### config.mk
export PLATFORM = sky130hd
export DESIGN_NAME = lfa_add_arbiter
export DESIGN_NICKNAME = d
export VERILOG_FILES = /design/src/rtl/lfa_arb_pkg.sv /design/src/rtl/lfa_core_14.sv /design/src/rtl/lfa_add_arbiter.sv
export SDC_FILE = /design/constraint.sdc
export NUM_CORES = 1
export LEC_CHECK = 0
export BUFFER_PORTS_ARGS = -buffer_cell sky130_fd_sc_hd__buf_2
export CORE_UTILIZATION = 30
export DETAILED_ROUTE_END_ITERATION = 7
export SYNTH_ARGS = -nofsm -noshare
export SYNTH_HDL_FRONTEND = slang
export SYNTH_SLANG_ARGS = --single-unit
### constraint.sdc
create_clock -name clk -period 4.75 [get_ports clk]
set_clock_uncertainty 0.05 [all_clocks]
set_input_delay 0.475 -clock clk [delete_from_list [all_inputs] [get_ports clk]]
set_output_delay 0.475 -clock clk [all_outputs]
set_load 0.01 [all_outputs]
### src/rtl/lfa_arb_pkg.sv
// Shared configuration and types for the shared-adder arbiter slice.
package lfa_arb_pkg;

  localparam int unsigned LFA_W    = 14;
  localparam int unsigned LFA_NREQ = 4;
  localparam int unsigned LFA_IDW  = 2;

  typedef enum logic {
    EMPTY = 1'b0,
    FULL  = 1'b1
  } state_t;

  typedef struct packed {
    logic [LFA_IDW-1:0] id;
    logic [LFA_W:0]     sum;
  } rsp_t;

endpackage

### src/rtl/lfa_core_14.sv
// 14-bit prefix adder with carry-in; purely combinational.
// Carry-in is folded into bit 0's generate so the prefix tree yields every
// carry directly as the group generate of bits [i:0].
module lfa_core_14
  import lfa_arb_pkg::*;
(
  input  logic [LFA_W-1:0] a_i,
  input  logic [LFA_W-1:0] b_i,
  input  logic             cin_i,
  output logic [LFA_W-1:0] sum_o,
  output logic             cout_o
);

  logic [LFA_W-1:0] p0, g0, g1, p1, g2, p2, g3, p3, g4, p4;
  logic [LFA_W:0]   carry;

  // One prefix level: bits in the upper half of each 2^(lvl+1) block combine
  // with the top bit of the lower half.
  function automatic logic [2*LFA_W-1:0] lf_level(input logic [LFA_W-1:0] g,
                                                  input logic [LFA_W-1:0] p,
                                                  input int unsigned lvl);
    logic [LFA_W-1:0] go;
    logic [LFA_W-1:0] po;
    int unsigned      j;
    go = g;
    po = p;
    for (int unsigned i = 0; i < LFA_W; i++) begin
      if (((i >> lvl) & 1) == 1) begin
        j     = ((i >> lvl) << lvl) - 1;
        go[i] = g[i] | (p[i] & g[j]);
        po[i] = p[i] & p[j];
      end
    end
    return {go, po};
  endfunction

  // Bitwise generate/propagate, four prefix levels, then sum formation.
  always_comb begin
    p0    = a_i ^ b_i;
    g0    = a_i & b_i;
    g0[0] = (a_i[0] & b_i[0]) | (p0[0] & cin_i);
    {g1, p1} = lf_level(g0, p0, 0);
    {g2, p2} = lf_level(g1, p1, 1);
    {g3, p3} = lf_level(g2, p2, 2);
    {g4, p4} = lf_level(g3, p3, 3);
    carry  = {g4, cin_i};
    sum_o  = p0 ^ carry[LFA_W-1:0];
    cout_o = carry[LFA_W];
  end

endmodule

### src/rtl/lfa_add_arbiter.sv
// Round-robin arbiter sharing one prefix adder among NREQ requesters, with a
// single registered response slot that can drain and refill in one cycle.
module lfa_add_arbiter
  import lfa_arb_pkg::*;
#(
  parameter int unsigned NREQ = LFA_NREQ,
  parameter int unsigned W    = LFA_W,
  parameter int unsigned IDW  = LFA_IDW
) (
  input  logic              clk,
  input  logic              rst,
  input  logic [NREQ-1:0]   req_valid,
  output logic [NREQ-1:0]   req_ready,
  input  logic [NREQ*W-1:0] req_x,
  input  logic [NREQ*W-1:0] req_y,
  input  logic [NREQ-1:0]   req_cin,
  output logic              rsp_valid,
  input  logic              rsp_ready,
  output logic [IDW-1:0]    rsp_id,
  output logic [W:0]        rsp_sum,
  output logic [15:0]       busy_cnt
);

  state_t           state_q;
  logic [IDW-1:0]   rr_ptr_q;
  logic [IDW-1:0]   rsp_id_q;
  logic [W:0]       rsp_sum_q;
  logic [15:0]      busy_q;

  logic             slot_free;
  logic             gnt_found;
  logic [IDW-1:0]   gnt_idx;
  logic             grant;
  logic [W-1:0]     op_x;
  logic [W-1:0]     op_y;
  logic             op_cin;
  logic [W-1:0]     core_sum;
  logic             core_cout;
  int unsigned      idx;

  // Round-robin search from rr_ptr and operand selection for the winner.
  always_comb begin
    slot_free = (state_q == EMPTY) || rsp_ready;
    gnt_found = 1'b0;
    gnt_idx   = '0;
    idx       = 0;
    for (int unsigned k = 0; k < NREQ; k++) begin
      idx = (32'(rr_ptr_q) + k) % NREQ;
      if (!gnt_found && req_valid[idx]) begin
        gnt_found = 1'b1;
        gnt_idx   = IDW'(idx);
      end
    end
    grant     = slot_free && gnt_found && !rst;
    req_ready = grant ? (NREQ'(1) << gnt_idx) : '0;
    op_x      = req_x[32'(gnt_idx)*W +: W];
    op_y      = req_y[32'(gnt_idx)*W +: W];
    op_cin    = req_cin[gnt_idx];
  end

  lfa_core_14 u_core (
    .a_i    (op_x),
    .b_i    (op_y),
    .cin_i  (op_cin),
    .sum_o  (core_sum),
    .cout_o (core_cout)
  );

  // Response-slot FSM, response register, rr pointer and stall counter.
  always_ff @(posedge clk) begin
    if (rst) begin
      state_q   <= EMPTY;
      rr_ptr_q  <= '0;
      rsp_id_q  <= '0;
      rsp_sum_q <= '0;
      busy_q    <= '0;
    end else begin
      if (state_q == FULL && !rsp_ready && busy_q != 16'hFFFF) begin
        busy_q <= busy_q + 16'd1;
      end
      if (grant) begin
        state_q   <= FULL;
        rsp_id_q  <= gnt_idx;
        rsp_sum_q <= {core_cout, core_sum};
        rr_ptr_q  <= (32'(gnt_idx) == NREQ - 1) ? '0 : gnt_idx + 1'b1;
      end else if (state_q == FULL && rsp_ready) begin
        state_q <= EMPTY;
      end
    end
  end

  assign rsp_valid = (state_q == FULL);
  assign rsp_id    = rsp_id_q;
  assign rsp_sum   = rsp_sum_q;
  assign busy_cnt  = busy_q;

endmodule

==> summary.txt, run 1 <==
worst-skew pair later-pin latency - 0.28 ns
Critical Path RT - 4.89 ns
number of post-CTS setup repair buffers - 0
power density over cell area - 331.5 mW/mm²
status - complete, no violations
DR vias/cell - 4.898
Final Wtd Congestion - 0.7858
pin count of the biggest net entering global routing - 42
Avg Cell Area, Syn - 9.125 µm²
Post-Syn Area - 0.003267 mm²
Yosys top cell area share - 27.58%
CP Launch Type - register
number of I/O port buffers - 160
Register Area - 720.7 µm²
core area - 0.01046 mm²
TritonCTS clock tree - built
Die Height - 106.4 µm
post-route cell area - 0.004229 mm²
EDFF count, synth - 0
max-slew violations - 0
post-CTS resize count - 0
total detailed-routing wirelength - 8.847 mm
clock transition at the registers of the reported paths - 0.07 ns
CTS H-tree lvls - 2
most frequent cells in the layout - buf_2 (160), mux2i_1 (90), dfxtp_1 (36)
Antenna Diode Count - 0
Area contributors post-synth - mux2i_1 (28%), dfxtp_1 (22%), ha_1 (6.5%), a21oi_1 (3.5%), xnor2_1 (3.5%)
DPL Wire Length - 7.209 mm
fin crit share - 91.82%
commonest non-fill, non-tap cell in the layout - buf_2
CTS buffer count - 5
syn nets - 503
worst-margin pin slew - 0.9293 ns
total global-route track usage - 15.85%
asr flop ratio synth - 0%
LEAKAGE - 2.042 nW
Gate Count Post-Synth - 358
drt wl/cell - 13.67 µm
initial drt markers - 110
Ports - 161
GR Overflow Total - 0
vias in the first global route - 3169
Syn-to-layout area delta - 29.45%
Hold Vio Cnt, Final - 0
Yosys reg bits - 36
DP Area - 0.004139 mm²
antenna violations before repair - 0
initial core utilization - 31.22%
Seq/Total Area, Yosys - 22.06%
prevailing post-synth register cell - dfxtp_1
Root Driver - clkbuf_8
crit path time final - 4.361 ns
HP Class - register to register
YS warnings - 0
share of layout cells above drive strength 1 - 37.18%
worst setup path class - register to register
Yosys cell types - 53
Fmax - 229.3 MHz
Crit. End Element - register
post-synth top area cell - mux2i_1
crit path DAT - 4.50 ns
Final WS setup - 0.3886 ns
setup TNS - 0 ns
DR vias - 3169
die area - 0.01131 mm²
worst vdd ir - 0.1388 mV
post-route ant nets - 0
unrepaired setup endpoints after global routing - no
Clock Path Buffers - 2
Max Cap Viol - 0
CP Max Fanout - 25
Rows - 37
fill count - 1112
global-route wire length before repair - 14.64 mm
Final nets - 655
die width - 106.4 µm
pre-CTS WS - 0.3154 ns
Max-slew headroom - 37.98%
DRT Pass-1 Iters - 4
final setup vio count - 0
# clock sinks - 36
DRC viols - 0
area occupied by multi-input gates - 0.002384 mm²
CTS hold repair buffers - 0
-- metal layers --
layer,part of all wire (%),track usage [%]
met1,43,18.77
met2,50,28.90
met3,4.8,2.759
met4,2.1,4.663
met5,0,0
-- power breakdown --
group	internal (W)	total, W	switching, W
clock network	0.000118	0.000222	0.000104
logic	0.000373	0.000786	0.000414
registers	0.000361	0.000393	0.0000319
total	0.000852	0.00140	0.000550
-- cell type report --
class,instances,area share [%]
inverters,9,0.7988
flip-flops and latches,36,17.04
repair buffers,164,19.64
multi-input cells,294,56.36
clock buffers,8,2.130
well taps,136,4.024
-- final timing paths --
check	start	end	slack (ns)	depth (start not counted)
max	rr_ptr_q[1]$_SDFFE_PP0P_	rsp_sum[8]$_SDFFE_PP0P_	0.39	13
max reg2reg	rr_ptr_q[1]$_SDFFE_PP0P_	rsp_sum[8]$_SDFFE_PP0P_	0.39	13
min	rsp_sum[5]$_SDFFE_PP0P_	rsp_sum[5]$_SDFFE_PP0P_	0.40	2
min reg2reg	rsp_sum[5]$_SDFFE_PP0P_	rsp_sum[5]$_SDFFE_PP0P_	0.40	2
-- logic make-up after synthesis --
kind of cell | count (synthesis) | share of synthesized area, %
AOI/OAI and AO/OA | 52 | 10.42
DFF | 36 | 22.06
and+or+nand+nor | 108 | 18.61
adders and majority gates | 22 | 9.575
buffers and inverters | 28 | 5.247
muxes | 98 | 30.33
xor gates and xnor gates | 14 | 3.753
-- sequential cells by signal, summed over array words and instances (netlist names) --
signal / count
busy_cnt: 16
rr_ptr_q: 2
rsp_id: 2
rsp_sum: 15
rsp_valid: 1
-- synthesized netlist by cell type, types with 6 or more instances --
cell / n
mux2i_1: 90
dfxtp_1: 36
nand2_1: 28
nor2_1: 26
a21oi_1: 23
ha_1: 17
xnor2_1: 13
inv_1: 8
a211oi_1: 6
and3_1: 6
buf_6: 6
clkbuf_1: 6
mux2_2: 6
nor3_1: 6
-- critical path: stages, from the launching register on --
cell	delay (ns)
dfxtp_1	0.44
mux2i_1	0.22
nor2_1	0.08
nor4_2	0.66
buf_4	0.47
mux2i_1	0.17
fa_1	0.47
a211oi_1	0.36
o21ai_0	0.21
a21oi_1	0.28
nor2b_1	0.08
nor2_1	0.14
fa_1	0.42
a211oi_1	0.21
-- through the flow --
step           total power, W  hold slack (ns)  utilization, %  instances
2_1_floorplan       0.0009828           0.4238               -        358
3_3_place_gp         0.001175           0.3883           39.56        639
3_5_place_dp         0.001194           0.3915           39.56        639
4_1_cts              0.001426           0.4016           40.42        647
5_1_grt              0.001530           0.4188           40.42        647
6_report             0.001402           0.3975           40.42        647
Power figures use the tool's default switching activity.
==> run 2, diff against run 1 <==
--- a/config.mk
+++ b/config.mk
@@ -6,8 +6,9 @@
 export NUM_CORES = 1
 export LEC_CHECK = 0
 export BUFFER_PORTS_ARGS = -buffer_cell sky130_fd_sc_hd__buf_2
-export CORE_UTILIZATION = 30
+export CORE_UTILIZATION = 45
 export DETAILED_ROUTE_END_ITERATION = 7
+export PLACE_DENSITY = 0.79
 export SYNTH_ARGS = -nofsm -noshare
 export SYNTH_HDL_FRONTEND = slang
 export SYNTH_SLANG_ARGS = --single-unit
==> run 2 against run 1 <==
Net effect: cell area decreased by 1.0%; sequential power hardly changed; clock-buffer cell count is the same; clock power fell by 2%; final cell count decreased by 6.0%; sequential share of layout area is 0.17 points higher.
==> summary.txt, run 2 (synthesis results as in run 1) <==
global-route wire length before repair - 13.12 mm (-10%)
number of I/O port buffers - 160 (unchanged)
Root Driver - clkbuf_8
HP Class - register to register
vias in the first global route - 3082 (-2.7%)
DPL Wire Length - 6.596 mm (-8.5%)
commonest non-fill, non-tap cell in the layout - buf_2
initial drt markers - 86 (-22%)
Max-slew headroom - 52.52% (+15 points)
Final WS setup - 0.6958 ns (+0.3073 ns)
Rows - 30 (-19%)
crit path time final - 4.054 ns (-0.3073 ns)
worst setup path class - register to register
power density over cell area - 333.2 mW/mm² (+0.51%)
initial core utilization - 47.30% (+16 points)
setup TNS - 0 ns (unchanged)
Crit. End Element - register
total global-route track usage - 21.34% (+5.5 points)
GR Overflow Total - 0 (unchanged)
drt wl/cell - 13.38 µm (-2.2%)
Antenna Diode Count - 0 (unchanged)
met3 GRT Util - 4.265% (+1.5 points)
max-slew violations - 0 (unchanged)
met1 global-route usage - 24.03% (+5.3 points)
Final Wtd Congestion - 0.8551 (+8.8%)
LEAKAGE - 2.046 nW (+0.22%)
CTS buffer count - 5 (unchanged)
post-CTS resize count - 0 (unchanged)
CP Launch Type - register
worst-margin pin slew - 0.7123 ns (-0.2170 ns)
die area - 0.007605 mm² (-33%)
Syn-to-layout area delta - 28.15%
number of post-CTS setup repair buffers - 0 (unchanged)
worst vdd ir - 0.1656 mV (+19%)
DR vias/cell - 5.276 (+7.7%)
clock transition at the registers of the reported paths - 0.07 ns (about the same)
Fmax - 246.7 MHz (+7.6%)
CTS H-tree lvls - 2 (unchanged)
DR vias - 3208 (+1.2%)
core area - 0.006907 mm² (-34%)
CP Max Fanout - 32 (+28%)
Top Usage Layer GRT - met2
Die Height - 87.21 µm (-18%)
antenna violations before repair - 0 (unchanged)
Clock Path Buffers - 2 (unchanged)
worst-skew pair later-pin latency - 0.28 ns (about the same)
share of layout cells above drive strength 1 - 37.30% (+0.12 points)
pin count of the biggest net entering global routing - 42 (unchanged)
unrepaired setup endpoints after global routing - no
CTS hold repair buffers - 0 (unchanged)
total detailed-routing wirelength - 8.133 mm (-8.1%)
final setup vio count - 0 (unchanged)
GR met2 Demand/Resource - 39.30% (+10 points)
Max Cap Viol - 0 (unchanged)
DRC viols - 0 (unchanged)
Final nets - 656 (+0.15%)
Critical Path RT - 4.89 ns (about the same)
# clock sinks - 36 (unchanged)
status - complete, no violations
Hold Vio Cnt, Final - 0 (unchanged)
die width - 87.21 µm (-18%)
crit path DAT - 4.20 ns (-0.30 ns)
Ports - 161 (unchanged)
DRT Pass-1 Iters - 4 (unchanged)
TritonCTS clock tree - built
fin crit share - 85.35% (-6.5 points)
most frequent cells in the layout - buf_2 (160), mux2i_1 (90), dfxtp_1 (36)
post-route ant nets - 0 (unchanged)
Largest register FFs - 16 (unchanged)
pre-CTS WS - 0.5893 ns (+0.2739 ns)
==> run 2: cell count changes in the layout (fill, tap and decap cells not counted) <==
cell,previous run,this run
buf_4,4,5
==> run 2: layout make-up <==
class	count	area, µm²
fill	656	2720
multi-input combinational	294	2384
timing repair buffer	165	838.3
sequential	36	720.7
tap	96	120.1
clock buffer	8	90.09
inverter	9	33.78
==> run 2: stage by stage <==
step           power (W)  cells  utilization, %  cell area (µm²)  hold WS, ns
6_report        0.001395    608           60.62             4187       0.4028
3_3_place_gp    0.001162    600           59.31             4096       0.3876
2_1_floorplan  0.0009828    358               -             3267       0.4238
5_1_grt         0.001504    608           60.62             4187       0.4192
4_1_cts         0.001407    608           60.62             4187       0.4053
3_5_place_dp    0.001182    600           59.31             4096       0.3972
==> run 2: path summary, 6_finish.rpt <==
check	startpoint	to	slack, ns	cells past startpoint
setup reg to reg	rr_ptr_q[1]$_SDFFE_PP0P_	rsp_sum[8]$_SDFFE_PP0P_	0.70	14
setup / recovery	rr_ptr_q[1]$_SDFFE_PP0P_	rsp_sum[8]$_SDFFE_PP0P_	0.70	14
hold / removal	rsp_sum[6]$_SDFFE_PP0P_	rsp_sum[6]$_SDFFE_PP0P_	0.40	2
hold reg to reg	rsp_sum[6]$_SDFFE_PP0P_	rsp_sum[6]$_SDFFE_PP0P_	0.40	2
==> run 2: metal layers <==
layer | wire length (µm) | part of all wire [%] | vias to the layer above
met3 | 447 | 5.5 | 19
li1 | - | - | 1619
met2 | 4000 | 49 | 104
met4 | 213 | 2.6 | 0
met1 | 3472 | 43 | 1466
met5 | 0 | 0 | -
==> run 2: where the power goes <==
group	total, W	internal, W	leakage, nW	switching, W
logic	0.000782	0.000375	1.71	0.000407
registers	0.000396	0.000362	0.295	0.0000341
clock network	0.000218	0.000118	0.0455	0.0000995
total	0.00140	0.000855	2.05	0.000540
==> run 2: critical path, cell delays in order, from the launching register on <==
cell	delay (ns)
dfxtp_1	0.45
mux2i_1	0.23
nor2_1	0.09
nor4_2	0.25
buf_4	0.20
buf_4	0.42
mux2i_1	0.20
fa_1	0.50
a211oi_1	0.33
o21ai_0	0.19
a21oi_1	0.25
nor2b_1	0.07
nor2_1	0.12
fa_1	0.42
a211oi_1	0.20
